**src/rtl/output_unit_if.sv**
```systemverilog
// Output-port bus: switch-side flit/credit inputs and link-side outputs.
// The switch side (master) drives flits and returned credits; the output unit is the slave.
`ifndef ROUTER_WIDTH
`define ROUTER_WIDTH 32
`endif

interface output_unit_if #(
  parameter int DATA_WIDTH = `ROUTER_WIDTH
);
  logic                  out_unit_en;
  logic [DATA_WIDTH-1:0] st_data_out;
  logic                  credit_in;
  logic                  link_valid;
  logic [DATA_WIDTH-1:0] link_data;
  logic                  credit_avail;
  logic [3:0]            credit_cnt;
  logic                  credit_err;

  modport master (
    output out_unit_en, st_data_out, credit_in,
    input  link_valid, link_data, credit_avail, credit_cnt, credit_err
  );

  modport slave (
    input  out_unit_en, st_data_out, credit_in,
    output link_valid, link_data, credit_avail, credit_cnt, credit_err
  );
endinterface

```
**src/rtl/output_unit.sv**
```systemverilog
// Router output unit: one-cycle link register plus downstream credit tracking.
// Optional OUTPUT_UNIT_STATS_EN adds a 32-bit forwarded-flit counter port.
`ifndef ROUTER_WIDTH
`define ROUTER_WIDTH 32
`endif

module output_unit #(
  parameter int DATA_WIDTH   = `ROUTER_WIDTH,
  parameter int CREDIT_DEPTH = 4
) (
  input  logic           clk,
  input  logic           rst_n,
  output_unit_if.slave   bus
`ifdef OUTPUT_UNIT_STATS_EN
  ,
  output logic [31:0]    flit_count
`endif
);
  localparam int CNT_W = 4;
  localparam logic [CNT_W-1:0] DEPTH_C = CNT_W'(CREDIT_DEPTH);

  localparam logic [1:0] IDLE_FULL = 2'd0;
  localparam logic [1:0] PARTIAL   = 2'd1;
  localparam logic [1:0] EMPTY     = 2'd2;

  logic                  link_valid_q, link_valid_d;
  logic [DATA_WIDTH-1:0] link_data_q,  link_data_d;
  logic [CNT_W-1:0]      cnt_q,        cnt_d;
  logic                  err_q,        err_d;
  logic [1:0]            cnt_state;
  logic                  snd, rcv, underflow, overflow;

  always_comb begin
    cnt_state = PARTIAL;
    if (cnt_q == '0)          cnt_state = EMPTY;
    else if (cnt_q == DEPTH_C) cnt_state = IDLE_FULL;
  end

  assign snd       = bus.out_unit_en && (cnt_state != EMPTY);
  assign rcv       = bus.credit_in;
  assign underflow = bus.out_unit_en && (cnt_state == EMPTY);
  assign overflow  = rcv && !snd && (cnt_state == IDLE_FULL);

  // A flit sent with no credit still goes out; a credit returned in that
  // same cycle is kept, so the counter lands at 1.
  always_comb begin
    cnt_d = cnt_q;
    if (snd && !rcv)                cnt_d = cnt_q - 1'b1;
    else if (rcv && !snd && !overflow) cnt_d = cnt_q + 1'b1;
    err_d        = err_q | underflow | overflow;
    link_valid_d = bus.out_unit_en;
    link_data_d  = bus.out_unit_en ? bus.st_data_out : link_data_q;
  end

  always_ff @(posedge clk or negedge rst_n) begin
    if (!rst_n) begin
      link_valid_q <= 1'b0;
      link_data_q  <= '0;
      cnt_q        <= DEPTH_C;
      err_q        <= 1'b0;
    end else begin
      link_valid_q <= link_valid_d;
      link_data_q  <= link_data_d;
      cnt_q        <= cnt_d;
      err_q        <= err_d;
    end
  end

  assign bus.link_valid   = link_valid_q;
  assign bus.link_data    = link_data_q;
  assign bus.credit_cnt   = cnt_q;
  assign bus.credit_avail = (cnt_state != EMPTY);
  assign bus.credit_err   = err_q;

`ifdef OUTPUT_UNIT_STATS_EN
  logic [31:0] fc_q, fc_d;

  always_comb fc_d = fc_q + 32'(link_valid_d);

  always_ff @(posedge clk or negedge rst_n) begin
    if (!rst_n) fc_q <= '0;
    else        fc_q <= fc_d;
  end

  assign flit_count = fc_q;
`endif
endmodule

```
**src/flat_wrapper.sv**
```systemverilog
// flat-port wrapper written by rule: the top's interface ports become plain ports
module output_unit_flat 
#(
  parameter int DATA_WIDTH   = `ROUTER_WIDTH,
  parameter int CREDIT_DEPTH = 4
)
  (clk, rst_n, bus_out_unit_en, bus_st_data_out, bus_credit_in, bus_link_valid, bus_link_data, bus_credit_avail, bus_credit_cnt, bus_credit_err);
  output_unit_if #(.DATA_WIDTH(DATA_WIDTH)) bus_i ();
  input  logic clk;
  input  logic rst_n;
  input wire logic [$bits(bus_i.out_unit_en)-1:0] bus_out_unit_en;
  input wire logic [$bits(bus_i.st_data_out)-1:0] bus_st_data_out;
  input wire logic [$bits(bus_i.credit_in)-1:0] bus_credit_in;
  output wire logic [$bits(bus_i.link_valid)-1:0] bus_link_valid;
  output wire logic [$bits(bus_i.link_data)-1:0] bus_link_data;
  output wire logic [$bits(bus_i.credit_avail)-1:0] bus_credit_avail;
  output wire logic [$bits(bus_i.credit_cnt)-1:0] bus_credit_cnt;
  output wire logic [$bits(bus_i.credit_err)-1:0] bus_credit_err;
  assign bus_i.out_unit_en = bus_out_unit_en;
  assign bus_i.st_data_out = bus_st_data_out;
  assign bus_i.credit_in = bus_credit_in;
  assign bus_link_valid = bus_i.link_valid;
  assign bus_link_data = bus_i.link_data;
  assign bus_credit_avail = bus_i.credit_avail;
  assign bus_credit_cnt = bus_i.credit_cnt;
  assign bus_credit_err = bus_i.credit_err;
  output_unit #(.DATA_WIDTH(DATA_WIDTH), .CREDIT_DEPTH(CREDIT_DEPTH)) u_core (.clk(clk), .rst_n(rst_n), .bus(bus_i));
endmodule
```
**config.mk**
```make
export PLATFORM = sky130hd
export DESIGN_NAME = output_unit_flat
export DESIGN_NICKNAME = d
export VERILOG_FILES = /design/src/rtl/output_unit_if.sv /design/src/rtl/output_unit.sv /design/src/flat_wrapper.sv
export SDC_FILE = /design/constraint.sdc
export NUM_CORES = 1
export LEC_CHECK = 0
export CAP_MARGIN = 20
export CELL_PAD_IN_SITES_DETAIL_PLACEMENT = 1
export CELL_PAD_IN_SITES_GLOBAL_PLACEMENT = 2
export CORE_MARGIN = 2
export CORE_UTILIZATION = 25
export DETAILED_ROUTE_END_ITERATION = 8
export GPL_ROUTABILITY_DRIVEN = 0
export PLACE_DENSITY = 0.75
export SYNTH_ARGS = -nofsm -noshare
export SYNTH_HDL_FRONTEND = slang
export SYNTH_SLANG_ARGS = --single-unit
```
**constraint.sdc**
```tcl
create_clock -name clk -period 2.68 [get_ports clk]
set_input_delay 0.268 -clock clk [delete_from_list [all_inputs] [get_ports clk]]
set_output_delay 0.268 -clock clk [all_outputs]
set_load 0.02 [all_outputs]
```
==> flow_summary.yaml, run 1 <==
flow_run:
  drv_cap: 0
timing:
  fmax_ghz: 0.438
  min_period_over_period_pct: 85.2
  setup_viol: 0
  slew_viol_final: 0
  max_slew.worst_pin.slew_ns: 0.874
  setup_ws_ns: 0.395
  maxSlewHeadroom_pct: 41.7
  final.setup_skew_ns: 0.00445
  report.final.hold_viol_count: 0
  post-route-min-period_ns: 2.28
  grt_setup_unrepaired: "false"
  finalSetupTns_ns: 0
  holdWs_ns: 0.0994
logic_synthesis:
  share_of_synthesized_area_spent_on_multiplexers_pct: 24.5
  synth_cell_types: 31
  post_synth_simple_gate_area_pct: 5.63
  synth.avg_cell_area_um2: 14.3
  synth-adder-area-share_pct: 0.782
  yosysTopAreaCell: "dfrtp_1"
  dominant_combinational_cell_family_by_area_after_synthesis: "multiplexers"
  synth_area_leaders: "dfrtp_1 (58%), mux2_2 (23%), dfstp_2 (1.6%), buf_2 (1.6%), mux2i_1 (1.3%)"
  post_synthesis_xor_xnor_area_fraction_pct: 1.09
  synthesis.nets: 149
  postSynthRegisterBits: 38
  synthesized_netlist_cell_count: 112
  yosys_warnings: 0
  synth_top_area_share_pct: 57.9
  mappedNetlistArea_um2: 1600
  share_of_the_synthesized_area_in_compound_gates_ao_oa_aoi_oai_pct: 5.32
  postSynth.topFlopCell: "dfrtp_1"
  post_synth_edffs: 0
  async_flop_share_pct: 100
  seq_area_frac_synth_pct: 59.5
setup_path:
  cp_max_fo: 12
  criticalPathCategory: "reg -> reg"
  crit_path_cells: "or4_1 -> nand3b_1 -> o21ai_0 -> ha_1 -> mux2_2 -> nand3_1 -> o211ai_1"
  worst_r2r_path_depth: 7
  cp_data_arrival_time_ns: 2.43
  crit_slowest_cell: "or4_1"
  worst_ep_required_time_ns: 2.82
  timing.critical_path.from_type: "register"
  crit_path_max_incr_delay_ns: 0.64
  timing.critical_path.to_type: "register"
floorplan:
  num_io_pins: 75
  rows: 29
  floorplan.initialDensity_pct: 25.5
  dieArea_um2: 7060
  chipWidth_um: 84.0
  die_height_um: 84.0
  core_area_um2: 6280
grt:
  gr-total-overflow: 0
  grt_start_max_net_pins: 39
  grt_util_all_layers_pct: 12.3
  grt_first_pass_wirelength_um: 6910
  antenna_found_initial: 0
  grt_pass1_vias: 1385
clocking:
  post_cts_buffers: 0
  ctsHtreeMaxLevel: 2
  cts_hold_buf: 0
  cts-buffers-inserted: 5
  root_buffer: "clkbuf_8"
  worstSkewPairLatency_ns: 0.28
  ctsResizeCount: 0
  cts-root-to-sink-buffers: 2
  clkTransAtPathRegs_ns: 0.08
  tritoncts: "yes"
  clock_sinks: 38
place:
  place_ws_ns: 0.390
  detail_placement_hpwl_um: 3020
  numPortBuffers: 74
cells_and_area:
  multiInputGateArea_um2: 597
  sequential_cell_area_um2: 952
  fin_nets: 223
  antenna_cells: 0
  layout.cells.most_common_list: "clkdlybuf4s50_1 (72), dfrtp_1 (37), mux2_2 (33)"
  layout.cells.most_common: "clkdlybuf4s50_1"
  drive_above_1_share_pct: 23.5
  area_growth_pct: 56.1
  final.fill_count: 654
worst_hold_path:
  timing.hold.worst.class: "in -> async"
routing:
  drt-initial-drc-count: 22
  route.detailed.vias_per_inst: 4.58
  drt-total-wl_um: 4090
  detailroute.via_count: 1210
  post_drt_wl_per_cell_um: 15.5
  postRouteAntennaNets: 0
  detail_route.first_pass.iterations: 4
  number_of_drc_violations_after_detailed_routing: 0
power:
  peakVddDrop_mv: 0.512
  leakage_nw: 1.00
  finalPower_w: 0.00181
  power.density_cell_area_nw_per_um2: 727
run_status:
  outcome: "complete, no violations"
synth_stat cells, types with 2 or more instances:
master,number
o211ai_1,2
clkbuf_1,2
nand3_1,2
nor3_1,2
mux2_2,33
dfrtp_1,37
nor2b_1,2
mux2i_1,2
o21ai_0,2
inv_1,2
nor2_1,2
buf_2,5
worst paths after layout:
| path | to | startpoint | slack [ns] |
|---|---|---|---|
| hold reg to reg | u_core.bus.credit_err | u_core.bus.credit_err | 0.49 |
| setup reg to reg | u_core.bus.credit_cnt[1] | u_core.bus.credit_cnt[1] | 0.40 |
| hold / removal | u_core.bus.link_data[27] | rst_n | 0.1 |
| setup / recovery | u_core.bus.credit_cnt[1] | u_core.bus.credit_cnt[1] | 0.40 |
| min in group clk | u_core.bus.credit_err | u_core.bus.credit_err | 0.49 |
| max in group asynchronous | u_core.bus.credit_cnt[0] | rst_n | 2.04 |
flip-flops by register name (all words and copies together) (netlist names):
register               count
u_core.bus.link_data      32
u_core.bus.link_valid      1
u_core.bus.credit_cnt      4
u_core.bus.credit_err      1
stage by stage:
stage	area, um2	util (%)	cells
2_1_floorplan	1600	-	112
3_5_place_dp	2390	38.1	256
4_1_cts	2500	39.8	264
6_report	2500	39.8	264
3_3_place_gp	2390	38.1	256
5_1_grt	2500	39.8	264
kinds of logic (layout without fill, tap and decap cells):
kind of cell | Yosys count | after routing
adders and majority gates | 1 | 1
xor gates and xnor gates | 2 | 2
DFF | 38 | 38
buffers and inverters | 10 | 85
and+or+nand+nor | 15 | 15
AOI/OAI and AO/OA | 11 | 11
muxes | 35 | 35
power breakdown:
group	total, W	switching (W)	leakage, nW	internal (W)
registers	0.000744	0.0000898	0.443	0.000654
logic	0.000596	0.000283	0.506	0.000314
clock network	0.000475	0.000196	0.0524	0.000279
total	0.00181	0.000569	1.00	0.00125
worst max-delay path, delay by kind of cell, from the launching register on:
kind / cells / cell delay, ns
AND/OR/NAND/NOR: 3 / 0.85
flip-flops: 1 / 0.50
adder cells (fa/ha/maj): 1 / 0.34
multiplexers: 1 / 0.28
AO/OA/AOI/OAI: 2 / 0.18
layer usage:
metal / share of wire, % / track usage [%] / vias up / wire, um
met2: 54 / 21.2 / 38 / 2220
met1: 40 / 14.6 / 615 / 1620
li1: - / - / 552 / -
met5: 0 / 0 / - / 0
met4: 0.86 / 3.81 / 0 / 35
met3: 5.4 / 3.66 / 5 / 221
final cells by class:
cell class	instances	share of cell area (%)
Tap cell	77	3.86
Multi-Input combinational cell	64	23.9
Clock inverter	1	1.20
Sequential cell	38	38.1
Inverter	2	0.301
Timing Repair Buffer	75	29.6
Clock buffer	7	3.06
Power figures use the tool's default switching activity.
==> inputs of run 2 (changes only) <==
- ABC_AREA: unset -> 1
- PLACE_DENSITY: 0.75 -> 0.76
==> run 2 against run 1 <==
Flip-flop and latch count unchanged. Clock power is 15% lower. Worst setup slack gained 0.35 ns. Register-to-register slack gained 0.59 ns. Via count is 0.99% lower. Critical endpoint is now bus_credit_avail.
==> flow_summary.yaml, run 2 <==
floorplan:
  num_io_pins: 75
  core_area_um2: 6310
  chipWidth_um: 84.4
  die_height_um: 84.4
  dieArea_um2: 7130
  floorplan.initialDensity_pct: 25.6
  rows: 29
timing:
  fmax_ghz: 0.516
  post-route-min-period_ns: 1.94
  maxSlewHeadroom_pct: 42.8
  report.final.hold_viol_count: 0
  finalSetupTns_ns: 0
  grt_setup_unrepaired: "false"
  min_period_over_period_pct: 72.3
  final.setup_skew_ns: 0.00266
  slew_viol_final: 0
  max_slew.worst_pin.slew_ns: 0.858
  setup_viol: 0
logic_synthesis:
  post_synthesis_xor_xnor_area_fraction_pct: 1.08
  synthesized_netlist_cell_count: 122
  async_flop_share_pct: 100
  synth_cell_types: 23
  dominant_combinational_cell_family_by_area_after_synthesis: "multiplexers"
  share_of_synthesized_area_spent_on_multiplexers_pct: 22.3
  synth_area_leaders: "dfrtp_1 (57%), mux2_2 (22%), nand2_1 (2.6%), inv_1 (1.9%), dfstp_2 (1.6%)"
  yosys_warnings: 0
  synth.avg_cell_area_um2: 13.3
  post-synth-top-count-cell: "dfrtp_1"
  postSynth.topFlopCell: "dfrtp_1"
  seq_area_frac_synth_pct: 58.9
  yosysTopAreaCell: "dfrtp_1"
  mappedNetlistArea_um2: 1620
  ys_top_cells_by_count: "dfrtp_1 (37), mux2_2 (32), nand2_1 (11)"
  synthesis.nets: 159
  synth-adder-area-share_pct: 0.774
  share_of_the_synthesized_area_in_compound_gates_ao_oa_aoi_oai_pct: 3.56
  post_synth_simple_gate_area_pct: 9.37
  synth_top_area_share_pct: 57.3
  post_synth_edffs: 0
  postSynthRegisterBits: 38
cells_and_area:
  antenna_cells: 0
  sequential_cell_area_um2: 952
  layout.cells.most_common: "clkdlybuf4s50_1"
  final_cell_count_no_fill: 278
  layout.cells.most_common_list: "clkdlybuf4s50_1 (72), dfrtp_1 (37), mux2_2 (32)"
  drive_above_1_share_pct: 29.4
  multiInputGateArea_um2: 599
  final_cell_utilization_of_the_core_pct: 40.0
  final.fill_count: 694
  fin_nets: 237
  flip_flop_count_of_the_largest_register_after_layout: 32
  post-route-cell-area_um2: 2520
  area_growth_pct: 56.0
power:
  finalPower_w: 0.00185
  power.density_cell_area_nw_per_um2: 732
  leakage_nw: 1.08
  peakVddDrop_mv: 0.335
routing:
  route.detailed.vias_per_inst: 4.31
  drt-initial-drc-count: 39
  postRouteAntennaNets: 0
  drt-total-wl_um: 3780
  detail_route.first_pass.iterations: 4
  post_drt_wl_per_cell_um: 13.6
  number_of_drc_violations_after_detailed_routing: 0
  detailroute.via_count: 1198
setup_path:
  crit_path_max_incr_delay_ns: 0.61
  timing.critical_path.to_type: "output port"
  timing.critical_path.from_type: "register"
  cp_data_arrival_time_ns: 1.67
  criticalPathCategory: "reg -> out"
  cp_max_fo: 6
  crit_path_cells: "nor2_2 -> nand2_4 -> clkdlybuf4s50_1"
  crit_slowest_cell: "clkdlybuf4s50_1"
  worst_ep_required_time_ns: 2.41
clocking:
  cts_hold_buf: 0
  post_cts_buffers: 0
  ctsHtreeMaxLevel: 2
  cts-buffers-inserted: 5
  clock_sinks: 38
  ctsResizeCount: 0
  tritoncts: "yes"
  worstSkewPairLatency_ns: 0.28
  root_buffer: "clkbuf_8"
  cts-root-to-sink-buffers: 2
  clkTransAtPathRegs_ns: 0.07
place:
  placed_cell_area_um2: 2430
  dpl.cell_count: 270
  detail_placement_hpwl_um: 2800
  numPortBuffers: 74
run_status:
  outcome: "complete, no violations"
grt:
  gr-total-overflow: 0
  grt_first_pass_wirelength_um: 6290
  grt_pass1_vias: 1269
  antenna_found_initial: 0
  grt_start_max_net_pins: 39
  grt_util_all_layers_pct: 11.1
worst_hold_path:
  timing.hold.worst.class: "in -> async"
flow_run:
  drv_cap: 0
[run 2: changes by cell type after synthesis, moves of 2 or more]
cell	delta
nand2_1	+10
o21ai_0	-2
clkbuf_1	-2
nor2_2	+2
mux2i_1	-2
a21oi_2	+3
nor2b_1	-2
nor3_1	-2
inv_1	+6
o211ai_1	-2
inv_2	+4
nand2_2	+2
[run 2: worst paths after layout]
kind                                                from                  endpoint  slack, ns  cells past startpoint
worst max-delay path            u_core.bus.credit_cnt[2]          bus_credit_avail       0.74                      3
min in group clk                   u_core.bus.credit_err     u_core.bus.credit_err       0.49                      1
worst min register to register     u_core.bus.credit_err     u_core.bus.credit_err       0.49                      1
max in group asynchronous                          rst_n  u_core.bus.link_data[17]       2.06                      1
worst min-delay path                               rst_n  u_core.bus.link_data[31]       0.09                      1
worst max register to register  u_core.bus.credit_cnt[2]  u_core.bus.credit_cnt[2]       0.99                     11
[run 2: cells by family (layout without fill, tap and decap cells)]
family	after synthesis	count (layout)
flops	38	38
mux	32	32
simple gates	26	26
buf+inv	16	95
compound gates	7	7
xor+xnor	2	2
fa+ha+maj	1	1
[run 2: critical path: cells and delay by family, from the launching register on]
kind          cells  cell delay, ns
simple gates      2            0.18
flops             1            0.59
buf+inv           1            0.61
[run 2: per-layer routing]
layer	vias up	part of all wire [%]	track usage, %
li1	562	-	-
met1	587	42	14.3
met2	42	49	17.7
met3	7	7.6	3.64
met4	0	1.5	3.90
met5	-	0	0
[run 2: power breakdown]
group	leakage, nW	internal, W	switching [W]
Sequential	0.442	0.000666	0.0000817
Combinational	0.587	0.000337	0.000357
Clock	0.0482	0.000208	0.000197
Total	1.08	0.00121	0.000635
[run 2: per-stage QoR]
| step | setup slack (ns) | hold slack [ns] |
|---|---|---|
| 4_1_cts | 0.714 | 0.124 |
| 6_report | 0.742 | 0.0926 |
| 2_1_floorplan | 0.998 | -0.0276 |
| 3_3_place_gp | 0.941 | 0.464 |
| 3_5_place_dp | 0.907 | 0.446 |
| 5_1_grt | 0.685 | 0.159 |
[run 2: final cells by class]
cell class / count / share of cell area [%]
well taps: 77 / 3.82
multi-input cells: 68 / 23.8
clock buffers: 7 / 3.42
inverters: 12 / 1.79
clock inverters: 1 / 0.198
repair buffers: 75 / 29.3
flip-flops and latches: 38 / 37.7
==> RTL edit 1: new RTL, settings of run 2 <==
`ROUTER_WIDTH`: 32 -> 36.
--- a/src/rtl/output_unit_if.sv
+++ b/src/rtl/output_unit_if.sv
@@ -2,5 +2,5 @@
 // The switch side (master) drives flits and returned credits; the output unit is the slave.
 `ifndef ROUTER_WIDTH
-`define ROUTER_WIDTH 32
+`define ROUTER_WIDTH 36
 `endif
 
Ports: changed (resized bus_link_data and bus_st_data_out); port bits go from 75 to 83. The function was not compared with the original's and may differ.
==> RTL edit 1 against run 2 <==
  * Synthesized area up 8.3%
  * Routed wire length up 8.3%
  * Total power up 11%
  * Utilization up 0.88 points
  * Design area up 10%
  * Clock skew up 0.0044 ns
  * Sequential cell count up 4
  * Die area up 7.9%
  * Sequential power up 9.8%
  * Largest power group unchanged
  * Worst setup slack worse by 0.0074 ns
==> RTL edit 1: results (changes against run 2) <==
GRT
  • Total GRT Usage: 11.2% (+0.027 points)
  • First-pass GRT wire length: 6590 µm (+4.7%)
  • Vias in the first global route: 1353 (+6.6%)
  • Pin count of the biggest net entering global routing: 43 (+10%)

Placement
  • IO Port Bufs: 82 (+11%)
  • Dpl cell area: 0.00266 mm² (+9.5%)
  • Dpl hpwl: 2940 µm (+5.0%)
  • Placed cell count: 303 (+12%)

Yosys
  • Syn_area_per_cell: 13.7 µm² (+3.2%)
  • Net count after synthesis: 169 (+6.3%)
  • Yosys cell types: 21 (-8.7%)
  • Fraction of the yosys area taken by sequential cells: 60.1% (+1.2 points)
  • Top post-synthesis cells by area: dfrtp_1 (59%), mux2_2 (23%), nand3_1 (2.3%)
  • Commonest cells post-synth: dfrtp_1 (41), mux2_2 (36), inv_1 (9), nand2_1 (9), nand3_1 (8)

Layout
  • Share of cells above drive strength 1: 27.0% (-2.4 points)
  • Filler cell count: 736 (+6.1%)
  • Max FFs per register: 36 (+13%)
  • Non-Filler Instances: 311 (+12%)
  • Final #Nets: 255 (+7.6%)

Drt
  • DR iter-0 viols: 23 (-41%)
  • Iteration count of the initial detailed-routing pass: 2 (-2)
  • Total Routed Length: 4090 µm (+8.3%)
  • DR vias/cell: 4.20 (-2.5%)

Power and ir drop
  • Switching share of power: 33.2% (-1.2 points)
  • Leak pwr: 1.17 nW (+8.6%)
  • Max VDD drop: 0.000305 V (-9.2%)

CTS
  • Clock Latency Late Sink: 0.30 ns (+0.02 ns)
  • H-tree depth: 2 (unchanged)
  • Clock transition at path regs: 0.09 ns (+0.02 ns)

Timing
  • Slew headroom: 36.0% (-6.8 points)
  • Fin Clk Skew: 0.00704 ns (+0.00438 ns)

Outcome
  • Status: complete, no violations

Worst setup path
  • Worst r2r path cells: 12 (+1)
  • FF-to-FF Start: u_core.bus.credit_cnt[0]$_DFFE_PN0P_
  • R2r setup slk: 1.02 ns (+0.03 ns)
RTL edit 1: cells by family after synthesis:
kind of cell	count (synthesis)	share of synthesized area, %
DFF	42	60.1
muxes	36	23.2
and+or+nand+nor	29	9.65
xor gates and xnor gates	2	1.00
adders and majority gates	1	0.715
AOI/OAI and AO/OA	5	1.86
buffers and inverters	13	3.50
RTL edit 1: through the flow:
step / setup WS [ns] / hold WS [ns]
floorplan: 1.06 / -0.0276
global placement: 0.903 / 0.483
detailed placement: 0.869 / 0.486
CTS: 0.706 / 0.158
global route: 0.685 / 0.182
finish: 0.734 / 0.109
RTL edit 1: cell type report:
class                           count  area (µm²)  area share, %
Inverter                            9        33.8           1.22
Multi-Input combinational cell     73         637           23.0
Clock buffer                        5        68.8           2.48
Sequential cell                    42        1050           37.9
Clock inverter                      3        43.8           1.58
Tap cell                           96         120           4.33
Timing Repair Buffer               83         818           29.5
RTL edit 1: critical path, cell delays in order, from the launching register on:
cell and delay (ns):
dfstp_2 0.60, nor2_2 0.07, nand2_4 0.11, clkdlybuf4s50_1 0.61
RTL edit 1: power groups by stage:
stage               logic [mW]  registers [mW]  clock network (mW)
CTS                      0.723           0.825               0.534
floorplan                0.283           0.937                   0
global placement         0.716           0.834                   0
finish                   0.711           0.821               0.511
global route             0.776           0.838               0.560
detailed placement       0.719           0.838                   0
RTL edit 1: per-layer routing:
metal  track usage (%)  share of wire [%]  up-vias
met3              6.41                 11        5
li1                  -                  -      604
met5                 0                  0        -
met1              13.5                 42      649
met4              3.36               0.95        0
met2              16.9                 46       49
==> RTL edit 2: new RTL, settings of run 2 <==
Without the edit above. Take the reset off `link_data_q` and load it in a clocked block of its own.
--- a/src/rtl/output_unit.sv
+++ b/src/rtl/output_unit.sv
@@ -56,13 +56,15 @@
     if (!rst_n) begin
       link_valid_q <= 1'b0;
-      link_data_q  <= '0;
       cnt_q        <= DEPTH_C;
       err_q        <= 1'b0;
     end else begin
       link_valid_q <= link_valid_d;
-      link_data_q  <= link_data_d;
       cnt_q        <= cnt_d;
       err_q        <= err_d;
     end
+  end
+
+  always_ff @(posedge clk) begin
+    link_data_q <= link_data_d;
   end
 
Function: changed (Yosys sat finds a counterexample within 4 cycles, from zero or initial values and one cycle with rst_n low).
==> RTL edit 2 against run 2 <==
  * Sequential cell count unchanged
  * Die area down 13%
  * Worst setup slack better by 0.0064 ns
  * Design area down 6.2%
  * Synthesized cell count down 31%
  * Combinational power down 10%
  * Total power up 8.4%
  * Cell count down 14%
  * Utilization up 3.5 points
  * Synthesized area down 14%
  * Critical path depth unchanged
  * Routed wire length down 10%
  * Sequential share of layout area up 9.3 points
==> RTL edit 2: results (changes against run 2) <==
Outcome
  • Status: complete, no violations

Timing
  • Slew @ Worst Pin: 0.402 ns (-0.457 ns)
  • Fin Clk Skew: 0.00230 ns (-0.000361 ns)
  • Hold_ws: 0.238 ns (+0.145 ns)
  • Tmin final: 1.93 ns (-0.00635 ns)

Yosys
  • Yosys cell types: 21 (-8.7%)
  • Post-synthesis mux area share: 0% (-22 points)
  • Syn_area_per_cell: 16.6 µm² (+25%)
  • Commonest cells post-synth: edfxtp_1 (32), nand2_1 (9), inv_1 (6)
  • Top FF cell, synth: edfxtp_1
  • Fraction of registers with async set/reset: 15.8% (-84 points)
  • Synth Area in XOR/XNOR: 1.89% (+0.80 points)
  • Fraction of the yosys area taken by sequential cells: 79.8% (+21 points)
  • Post-synthesis adder-cell area fraction: 0.898% (+0.12 points)
  • Synth Area in Compound Gates: 3.32% (-0.24 points)
  • Net count after synthesis: 121 (-24%)
  • Top post-synthesis cells by area: edfxtp_1 (69%), dfrtp_1 (9.0%), nand2_1 (2.4%)
  • EDFF count, synth: 32 (+32)

Power and ir drop
  • Leak pwr: 0.902 nW (-16%)
  • Clock group power: 0.581 mW (+44%)
  • Internal power: 1.41 mW (+16%)
  • Max VDD drop: 0.000407 V (+21%)

Worst setup path
  • Family with the most delay on the worst path: flip-flops
  • Worst path max stage delay: around 0.6 ns
  • Slowest CP cell: dfstp_2
  • Critical path arrival: 1.66 ns
  • FF-to-FF Start: u_core.bus.credit_cnt[0]$_DFFE_PN0P_
  • Worst r2r path cells: 12 (+1)

GRT
  • Routing usage on met1: 13.9% (-0.41 points)
  • Vias in the first global route: 999 (-21%)
  • Total GRT Usage: 11.4% (+0.23 points)
  • GRT met3 Usage: 4.48% (+0.84 points)
  • First-pass GRT wire length: 5280 µm (-16%)
  • Pin count of the biggest net entering global routing: 34 (-13%)
  • Met2 Usage GRT: 18.6% (+0.88 points)

Layout
  • Final #Nets: 203 (-14%)
  • Share of cells above drive strength 1: 15.6% (-14 points)
  • Filler cell count: 569 (-18%)

Placement
  • Dpl hpwl: 2660 µm (-5.1%)
  • Placed cell count: 231 (-14%)
  • Dpl cell area: 0.00223 mm² (-8.4%)
  • Placement Setup Slack: 0.856 ns (-0.0514 ns)

Drt
  • DR vias/cell: 4.11 (-4.7%)
  • Via count: 982 (-18%)

CTS
  • Num CTS Buffers: 5 (unchanged)
-- RTL edit 2: changes by cell type in the layout (fill, tap and decap cells not counted), sizes merged, moves of 2 or more --
cell,before,now
nand3,4,6
nor2,6,4
dfrtp,37,5
bufinv,0,3
o21ai,2,4
clkbuf,7,5
mux2,32,0
edfxtp,0,32
a21oi,3,1
inv,12,10
-- RTL edit 2: area by class of cell --
cell class | instances | share of cell area [%]
Clock buffer | 5 | 2.91
Clock inverter | 3 | 2.91
Inverter | 11 | 2.33
Multi-Input combinational cell | 35 | 9.58
Sequential cell | 38 | 47.0
Tap cell | 72 | 3.81
Timing Repair Buffer | 75 | 31.4
-- RTL edit 2: per-layer routing --
layer,up-vias,routed length [µm]
met3,4,321
met1,463,1390
met4,0,36
li1,457,-
met5,-,0
met2,58,1640
-- RTL edit 2: per-stage QoR --
step	utilization [%]	total power [mW]
finish	43.5	2.00
global route	43.5	2.12
CTS	43.5	2.03
detailed placement	40.9	1.44
global placement	40.9	1.42
floorplan	-	1.15
